$ cat src/rtl/pea_pkg.sv
// Shared definitions for the Polynomial Evaluation Accelerator (gen 2).
// Contents:
//   ctrl_tok_t  - layout of a control token {opcode, arg1, arg2}
//   OP_*        - command opcodes
//   ST_*        - status codes reported in status_out[4:0]
//   S_*         - FSM state encoding
//   pw_bits()   - width of FIFO population / free-space ports
//   res_bits()  - width of the result path
package pea_pkg;

  typedef struct packed {
    logic [7:0] opcode;
    logic [2:0] arg1;
    logic [4:0] arg2;
  } ctrl_tok_t;

  localparam logic [7:0] OP_STP = 8'h01;
  localparam logic [7:0] OP_EVP = 8'h02;
  localparam logic [7:0] OP_CLR = 8'h03;

  localparam logic [4:0] ST_OK        = 5'd0;
  localparam logic [4:0] ST_ERR_CMD   = 5'd1;
  localparam logic [4:0] ST_ERR_UNDEF = 5'd2;
  localparam logic [4:0] ST_ERR_DEG   = 5'd3;
  localparam logic [4:0] ST_ERR_SLOT  = 5'd4;

  localparam logic [2:0] S_IDLE     = 3'd0;
  localparam logic [2:0] S_DECODE   = 3'd1;
  localparam logic [2:0] S_STORE    = 3'd2;
  localparam logic [2:0] S_EV_LOAD  = 3'd3;
  localparam logic [2:0] S_EV_MAC   = 3'd4;
  localparam logic [2:0] S_EV_WRITE = 3'd5;
  localparam logic [2:0] S_DISCARD  = 3'd6;
  localparam logic [2:0] S_STATUS   = 3'd7;

  function automatic int pw_bits(input int depth);
    return $clog2(depth) + 1;
  endfunction

  function automatic int res_bits(input int w);
    return 2 * w;
  endfunction

endpackage

$ cat src/rtl/pea_horner_mac.sv
// Horner accumulator: acc <= lo(acc * x) + sext(coef) when enabled.
// Ports:
//   clk     in   clock
//   rst_ni  in   synchronous active-low reset (acc -> 0)
//   clr_i   in   zero the accumulator (start of a new x)
//   en_i    in   perform one multiply-add step
//   x_i     in   W-bit signed evaluation point
//   coef_i  in   W-bit signed coefficient for this step
//   acc_o   out  2W-bit signed accumulator
module pea_horner_mac
  import pea_pkg::*;
#(
  parameter int W = 16
) (
  input  logic                   clk,
  input  logic                   rst_ni,
  input  logic                   clr_i,
  input  logic                   en_i,
  input  logic [W-1:0]           x_i,
  input  logic [W-1:0]           coef_i,
  output logic [res_bits(W)-1:0] acc_o
);

  logic [2*W-1:0] acc_q, acc_d;
  logic [3*W-1:0] acc_ext, x_ext;
  logic [3*W-1:0] prod;

  // Full 3W product of sign-extended operands; only the low 2W bits are
  // kept, so overflow wraps silently.
  always_comb begin
    acc_ext = {{W{acc_q[2*W-1]}}, acc_q};
    x_ext   = {{2*W{x_i[W-1]}}, x_i};
    prod    = acc_ext * x_ext;
    acc_d   = prod[2*W-1:0] + {{W{coef_i[W-1]}}, coef_i};
  end

  always_ff @(posedge clk) begin
    if (!rst_ni)    acc_q <= '0;
    else if (clr_i) acc_q <= '0;
    else if (en_i)  acc_q <= acc_d;
  end

  assign acc_o = acc_q;

endmodule

$ cat src/rtl/pea_top_v2.sv
// Polynomial Evaluation Accelerator, second generation.
// Decodes control tokens, stores coefficient sets per slot and evaluates
// them with Horner's rule, one MAC per cycle.
// Ports:
//   clk, rst                    clock, synchronous active-low reset
//   control_in / control_pop    FWFT control FIFO head and population
//   data_in / data_pop          FWFT data FIFO head and population
//   result_free_space           room in result FIFO
//   status_free_space           room in status FIFO
//   control_rd_en, data_rd_en   one-cycle pops
//   result_wr_en, status_wr_en  one-cycle pushes
//   result_out                  2W signed polynomial value
//   status_out                  {opcode, arg1, code}
module pea_top_v2
  import pea_pkg::*;
#(
  parameter int word_size   = 16,
  parameter int buffer_size = 1024,
  parameter int num_poly    = 8,
  parameter int max_degree  = 10
) (
  input  logic                           clk,
  input  logic                           rst,
  input  logic [word_size-1:0]           control_in,
  input  logic [pw_bits(buffer_size)-1:0] control_pop,
  input  logic [word_size-1:0]           data_in,
  input  logic [pw_bits(buffer_size)-1:0] data_pop,
  input  logic [pw_bits(buffer_size)-1:0] result_free_space,
  input  logic [pw_bits(buffer_size)-1:0] status_free_space,
  output logic                           control_rd_en,
  output logic                           data_rd_en,
  output logic                           result_wr_en,
  output logic                           status_wr_en,
  output logic [res_bits(word_size)-1:0] result_out,
  output logic [word_size-1:0]           status_out
);

  localparam int SLOT_WORDS = max_degree + 1;
  localparam int DEPTH      = num_poly * SLOT_WORDS;
  localparam int AW         = $clog2(DEPTH);

  ctrl_tok_t tok;
  assign tok = ctrl_tok_t'(control_in[15:0]);

  logic [2:0]          state_q, state_d;
  logic [7:0]          op_q, op_d;
  logic [2:0]          slot_q, slot_d;
  logic [4:0]          arg2_q, arg2_d;
  logic [4:0]          code_q, code_d;
  logic [5:0]          cnt_q, cnt_d;    // tokens (STORE/DISCARD) or x values (EV) left
  logic [4:0]          idx_q, idx_d;    // coefficient index
  logic [4:0]          deg_q, deg_d;    // degree of the slot being evaluated
  logic [word_size-1:0] x_q, x_d;
  logic [num_poly-1:0] valid_q, valid_d;

  logic [4:0]           deg_tab  [num_poly];
  logic [word_size-1:0] coef_ram [DEPTH];
  logic [word_size-1:0] coef_q;

  logic          ram_we, deg_we, mac_clr, mac_en, slot_ok;
  logic [4:0]    rd_idx;
  logic [AW-1:0] wr_addr, rd_addr;

  assign slot_ok = (int'(slot_q) < num_poly);
  assign wr_addr = AW'(int'(slot_q) * SLOT_WORDS + int'(idx_q));
  assign rd_addr = AW'(int'(slot_q) * SLOT_WORDS + int'(rd_idx));

  // Prefetch one coefficient ahead so the registered RAM read lines up with
  // the MAC step; clamp at the top degree so the address stays in the slot.
  always_comb begin
    rd_idx = idx_q + 5'd1;
    if (state_q == S_EV_LOAD)  rd_idx = '0;
    else if (idx_q == deg_q)   rd_idx = idx_q;
  end

  always_comb begin
    state_d = state_q;  op_d  = op_q;   slot_d = slot_q; arg2_d  = arg2_q;
    code_d  = code_q;   cnt_d = cnt_q;  idx_d  = idx_q;  deg_d   = deg_q;
    x_d     = x_q;      valid_d = valid_q;
    control_rd_en = 1'b0; data_rd_en = 1'b0;
    result_wr_en  = 1'b0; status_wr_en = 1'b0;
    ram_we = 1'b0; deg_we = 1'b0; mac_clr = 1'b0; mac_en = 1'b0;
    case (state_q)
      S_IDLE: if (control_pop != '0) begin
        control_rd_en = 1'b1;
        op_d = tok.opcode; slot_d = tok.arg1; arg2_d = tok.arg2;
        state_d = S_DECODE;
      end
      S_DECODE: begin
        cnt_d = {1'b0, arg2_q}; idx_d = '0; code_d = ST_OK; state_d = S_STATUS;
        if (op_q != OP_STP && op_q != OP_EVP && op_q != OP_CLR) begin
          code_d = ST_ERR_CMD;
        end else if (!slot_ok) begin
          // Data belonging to the rejected command is still drained.
          code_d = ST_ERR_SLOT;
          if (op_q == OP_STP) begin
            cnt_d = {1'b0, arg2_q} + 6'd1; state_d = S_DISCARD;
          end else if (op_q == OP_EVP && arg2_q != '0) state_d = S_DISCARD;
        end else if (op_q == OP_STP) begin
          cnt_d = {1'b0, arg2_q} + 6'd1;
          if (int'(arg2_q) > max_degree) begin
            code_d = ST_ERR_DEG; state_d = S_DISCARD;
          end else state_d = S_STORE;
        end else if (op_q == OP_EVP) begin
          deg_d = deg_tab[slot_q];
          if (!valid_q[slot_q]) begin
            code_d = ST_ERR_UNDEF;
            if (arg2_q != '0) state_d = S_DISCARD;
          end else if (arg2_q != '0) state_d = S_EV_LOAD;
        end else begin
          valid_d[slot_q] = 1'b0;
        end
      end
      S_STORE: if (data_pop != '0) begin
        data_rd_en = 1'b1; ram_we = 1'b1;
        idx_d = idx_q + 5'd1; cnt_d = cnt_q - 6'd1;
        if (cnt_q == 6'd1) begin
          valid_d[slot_q] = 1'b1; deg_we = 1'b1; state_d = S_STATUS;
        end
      end
      S_DISCARD: if (data_pop != '0) begin
        data_rd_en = 1'b1; cnt_d = cnt_q - 6'd1;
        if (cnt_q == 6'd1) state_d = S_STATUS;
      end
      S_EV_LOAD: if (data_pop != '0) begin
        data_rd_en = 1'b1; x_d = data_in; mac_clr = 1'b1;
        idx_d = '0; state_d = S_EV_MAC;
      end
      S_EV_MAC: begin
        mac_en = 1'b1; idx_d = idx_q + 5'd1;
        if (idx_q == deg_q) state_d = S_EV_WRITE;
      end
      S_EV_WRITE: if (result_free_space != '0) begin
        result_wr_en = 1'b1; cnt_d = cnt_q - 6'd1;
        state_d = (cnt_q == 6'd1) ? S_STATUS : S_EV_LOAD;
      end
      default: if (status_free_space != '0) begin  // S_STATUS
        status_wr_en = 1'b1; state_d = S_IDLE;
      end
    endcase
    // Strobes must stay quiet while reset is held, whatever the old state.
    if (!rst) begin
      control_rd_en = 1'b0; data_rd_en = 1'b0;
      result_wr_en  = 1'b0; status_wr_en = 1'b0;
      ram_we = 1'b0; deg_we = 1'b0;
    end
  end

  always_ff @(posedge clk) begin
    if (!rst) begin
      state_q <= S_IDLE; op_q <= '0; slot_q <= '0; arg2_q <= '0; code_q <= '0;
      cnt_q <= '0; idx_q <= '0; deg_q <= '0; x_q <= '0; valid_q <= '0;
    end else begin
      state_q <= state_d; op_q <= op_d; slot_q <= slot_d; arg2_q <= arg2_d;
      code_q <= code_d; cnt_q <= cnt_d; idx_q <= idx_d; deg_q <= deg_d;
      x_q <= x_d; valid_q <= valid_d;
    end
  end

  // Coefficient storage survives reset; only the valid bits are cleared.
  always_ff @(posedge clk) begin
    if (ram_we) coef_ram[wr_addr] <= data_in;
    coef_q <= coef_ram[rd_addr];
  end

  always_ff @(posedge clk) begin
    if (deg_we) deg_tab[slot_q] <= arg2_q;
  end

  pea_horner_mac #(.W(word_size)) u_mac (
    .clk    (clk),
    .rst_ni (rst),
    .clr_i  (mac_clr),
    .en_i   (mac_en),
    .x_i    (x_q),
    .coef_i (coef_q),
    .acc_o  (result_out)
  );

  assign status_out = {op_q, slot_q, code_q};

endmodule

$ cat config.mk
export PLATFORM = sky130hd
export DESIGN_NAME = pea_top_v2
export DESIGN_NICKNAME = d
export VERILOG_FILES = /design/src/rtl/pea_pkg.sv /design/src/rtl/pea_horner_mac.sv /design/src/rtl/pea_top_v2.sv
export SDC_FILE = /design/constraint.sdc
export NUM_CORES = 2
export LEC_CHECK = 0
export ABC_CLOCK_PERIOD_IN_PS = 7300
export CAP_MARGIN = 40
export CORE_MARGIN = 8
export CORE_UTILIZATION = 63
export DETAILED_ROUTE_END_ITERATION = 8
export HOLD_SLACK_MARGIN = 0.06
export PLACE_DENSITY = 0.8
export SLEW_MARGIN = 15
export SYNTH_ARGS = -nofsm -noshare
export SYNTH_HDL_FRONTEND = slang
export SYNTH_SLANG_ARGS = --single-unit
$ cat constraint.sdc
create_clock -name clk -period 7.3 [get_ports clk]
set_clock_uncertainty 0.05 [all_clocks]
set_input_delay 1.825 -clock clk [delete_from_list [all_inputs] [get_ports clk]]
set_output_delay 1.825 -clock clk [all_outputs]
set_load 0.02 [all_outputs]
==> implementation parameters <==
Parameter                              Value

GRT
  Antenna violations before repair ... 8
  Wire length of the first global-routing pass ... 278 mm
  GRT Overall Usage ... 29.8%
  Number of global-route vias before repair ... 42.1k
  GR Overflow Total ... 0
  Maximum number of pins on one net before global-route repair ... 90

Floorplan
  Starting utilization of the core area ... 63.3%
  Die extent in x ... 357 um
  Height of the die ... 357 um
  Floorplan die area ... 127000 um^2
  # rows ... 125
  Area of the core ... 116000 um^2
  Count of pins on the block boundary ... 130

Finish
  Synth-to-layout area growth ... 12.9%
  Fraction of final layout cells with drive strength greater than 1 ... 20.4%
  Utilization after layout ... 71.5%
  Layout Nets ... 5116

Setup path
  Worst endpoint required time ... 7.92 ns
  Critical Path Fanout Max ... 18
  Setup slack of the most critical reg-to-reg path ... 0.70 ns
  Arrival time worst endpoint ... 7.22 ns
  Cells on worst reg2reg path ... 20
  Start of the worst register-to-register path ... u_mac.acc_o[11]
  Worst setup EP type ... register
  End of the worst register-to-register path ... u_mac.acc_o[30]
  Setup CP Type ... reg -> reg
  Startpoint kind of the worst setup timing path ... register

Clocking
  CTS max path bufs ... 3
  Clock insertion delay at the later pin of the skew report ... 0.78 ns
  Cells resized by post-CTS repair ... 0
  Clk root buf ... clkbuf_16
  TritonCTS clock tree ... done
  Total clock buffers created by CTS ... 147
  Clock edge transition at the registers on the reported setup and hold paths ... 0.06 ns
  Clock sink count ... 1557
  Post-CTS setup buffer count ... 0
  Htree depth ... 4
  Number of buffers inserted by hold repair at cts ... 0

Timing
  Pins over their slew limit ... 0
  Fin Setup TNS ... 0 ns
  Fmax ... 152 MHz
  Slew at the pin closest to its max-slew limit ... 0.909 ns
  Number of hold violations in the final report ... 0
  Final worst hold slack ... 0.405 ns
  Unrepaired setup endpoints after global routing ... no
  Share of the clock period used by the worst path after layout ... 90.4%
  Post-route minimum period ... 6.60 ns
  Worst slew slack as a fraction of its limit ... 39.4%
  Setup-failing EPs final ... 0
  Setup slack of the critical path after layout ... 0.703 ns

Synth
  Synthesized instance count ... 4292
  Synth Flop Type ... edfxtp_1
  Post-synthesis cell type with the largest combined area ... edfxtp_1
  Count of cell types in the netlist ... 65
  Largest cells by area after synthesis ... edfxtp_1, mux4_2, fa_1, dfxtp_1, ha_1
  Fraction of synthesis flops using an asynchronous set or reset pin ... 0%
  Count of state elements after synthesis ... 1557
  Post-synth top area share ... 59.3%
  Sequential element share of the synthesized area ... 62.3%
  Number of enable flip-flop cells after synthesis ... 1448
  Post-synthesis cell area ... 73300 um^2
  Count of warnings emitted by yosys ... 0
  Mean post-synth cell area ... 17.1 um^2

Routing
  Antenna violation net count after detailed routing ... 0
  Routed Wire Length ... 188 mm
  Violation count after the first detailed-routing iteration ... 5208
  Number of vias per cell after detailed routing ... 6.49
  Routed wire per std cell ... 30.2 um
  DRC viols ... 0
  Number of iterations in the first detailed-routing pass ... 6
  Count of vias placed by the detailed router ... 40.4k

Place
  Count of port buffers added during placement ... 126
  Global placement routability congestion ... 0.911
  Setup slack at placement ... 0.804 ns
  DPL Wire Length ... 112 mm

Pwr
  Total design power ... 0.0278 W
  Worst IR Drop VDD ... 0.540 mV
  Power per cell area ... 336 nW/um^2
  Leakage power ... 29.0 nW

Min path
  Hold Path Class ... reg -> reg
  Min-Delay Path Depth ... 2

Run status
  Result of the run ... complete, no violations

Flow run
  Max-Cap Viols ... 0
## cell usage in the layout, fill, tap and decap left out, types with 38 or more instances in the layout
master           synthesis  layout
edfxtp_1              1448    1448
mux4_2                 460     460
inv_1                  404     404
nand2_1                363     363
fa_1                   337     336
buf_4                   14     183
and2_1                 178     178
nor2_1                 166     149
clkbuf_16                0     147
ha_1                   122     121
dfxtp_1                109     109
clkdlybuf4s50_1          0     109
a21oi_1                 84      84
xnor2_1                 54      50
mux2i_1                 38      38
## cells in the mapped netlist, drive strengths merged, types with 3 or more instances
| library cell | count |
|---|---|
| fa | 337 |
| nand2 | 363 |
| inv | 404 |
| a21oi | 84 |
| nor2b | 34 |
| o211a | 5 |
| o21bai | 6 |
| a21boi | 25 |
| buf | 59 |
| or3 | 5 |
| o21a | 8 |
| clkbuf | 155 |
| mux2i | 38 |
| ha | 122 |
| a22oi | 3 |
| dfxtp | 109 |
| nand2b | 8 |
| xnor2 | 54 |
| o21ai | 34 |
| nand3 | 34 |
| xor2 | 26 |
| mux2 | 16 |
| or2 | 3 |
| nor2 | 166 |
| edfxtp | 1448 |
| and3 | 7 |
| a31oi | 9 |
| a21o | 13 |
| nor3 | 15 |
| mux4 | 460 |
| a211oi | 8 |
| nor4 | 12 |
| and2 | 179 |
| nand4 | 9 |
## area by class of cell
| class | count | area [um^2] |
|---|---|---|
| flip-flops and latches | 1557 | 45700 |
| clock buffers | 178 | 3830 |
| diodes | 7 | 17.5 |
| inverters | 405 | 1520 |
| multi-input cells | 2118 | 25300 |
| well taps | 1524 | 1910 |
| fillers | 6751 | 33000 |
| repair buffers | 350 | 3320 |
| clock inverters | 92 | 1130 |
## metal layers
| metal | track usage [%] | wire, um | vias up |
|---|---|---|---|
| li1 | - | - | 16475 |
| met1 | 38.3 | 66300 | 21017 |
| met2 | 50.6 | 96100 | 2478 |
| met3 | 5.48 | 17400 | 467 |
| met4 | 12.6 | 8450 | 2 |
| met5 | 0 | 13 | - |
## power breakdown
part,switching (W),internal [W]
Combinational,0.00514,0.00460
Sequential,0.000218,0.00988
Clock,0.00347,0.00445
## worst max-delay path, cell delays in order, from the launching register on
cell	delay (ns)
dfxtp_1	0.82
nand2_1	0.17
fa_1	0.56
fa_1	0.51
fa_1	0.52
inv_1	0.06
fa_1	0.52
fa_1	0.51
inv_1	0.05
fa_1	0.48
inv_1	0.04
ha_1	0.35
nand2_1	0.10
nor2_1	0.21
nand2_1	0.09
o21ai_0	0.43
nand2_1	0.20
a31oi_1	0.39
a31oi_1	0.16
xor2_1	0.16
o21ai_1	0.12
## stage by stage
step	cells	instance area, um^2
floorplan	4294	73300
global placement	5921	77200
detailed placement	5941	77500
CTS	6211	82500
global route	6224	82700
finish	6231	82700
## registers in the layout (all words and copies together), names as in the netlist, named ones only
signal       cells
coef_ram      1408
deg_tab         40
u_mac.acc_o     32
coef_q          16
x_q             16
op_q             8
cnt_q            6
arg2_q           5
deg_q            5
idx_q            5
slot_q           3
state_q          3
code_q           2
## worst max path at each step
| stage | startpoint | endpoint | slack [ns] |
|---|---|---|---|
| 3_3_place_gp | u_mac.acc_o[5] | u_mac.acc_o[22] | 0.92 |
| 6_report | u_mac.acc_o[11] | u_mac.acc_o[30] | 0.70 |
| 5_1_grt | u_mac.acc_o[6] | u_mac.acc_o[24] | 0.38 |
| 2_1_floorplan | u_mac.acc_o[10] | u_mac.acc_o[22] | 1.30 |
| 4_1_cts | u_mac.acc_o[6] | u_mac.acc_o[24] | 0.77 |
| 3_5_place_dp | u_mac.acc_o[5] | u_mac.acc_o[24] | 0.80 |
## cells by family after synthesis
logic type,after synthesis,synth area share [%]
other cells,1,0.00512
buf+inv,619,3.31
flops,1557,62.3
mux,514,14.9
xor+xnor,80,0.956
compound gates,217,1.86
simple gates,845,5.36
fa+ha+maj,459,11.3
Power figures use the tool's default switching activity.
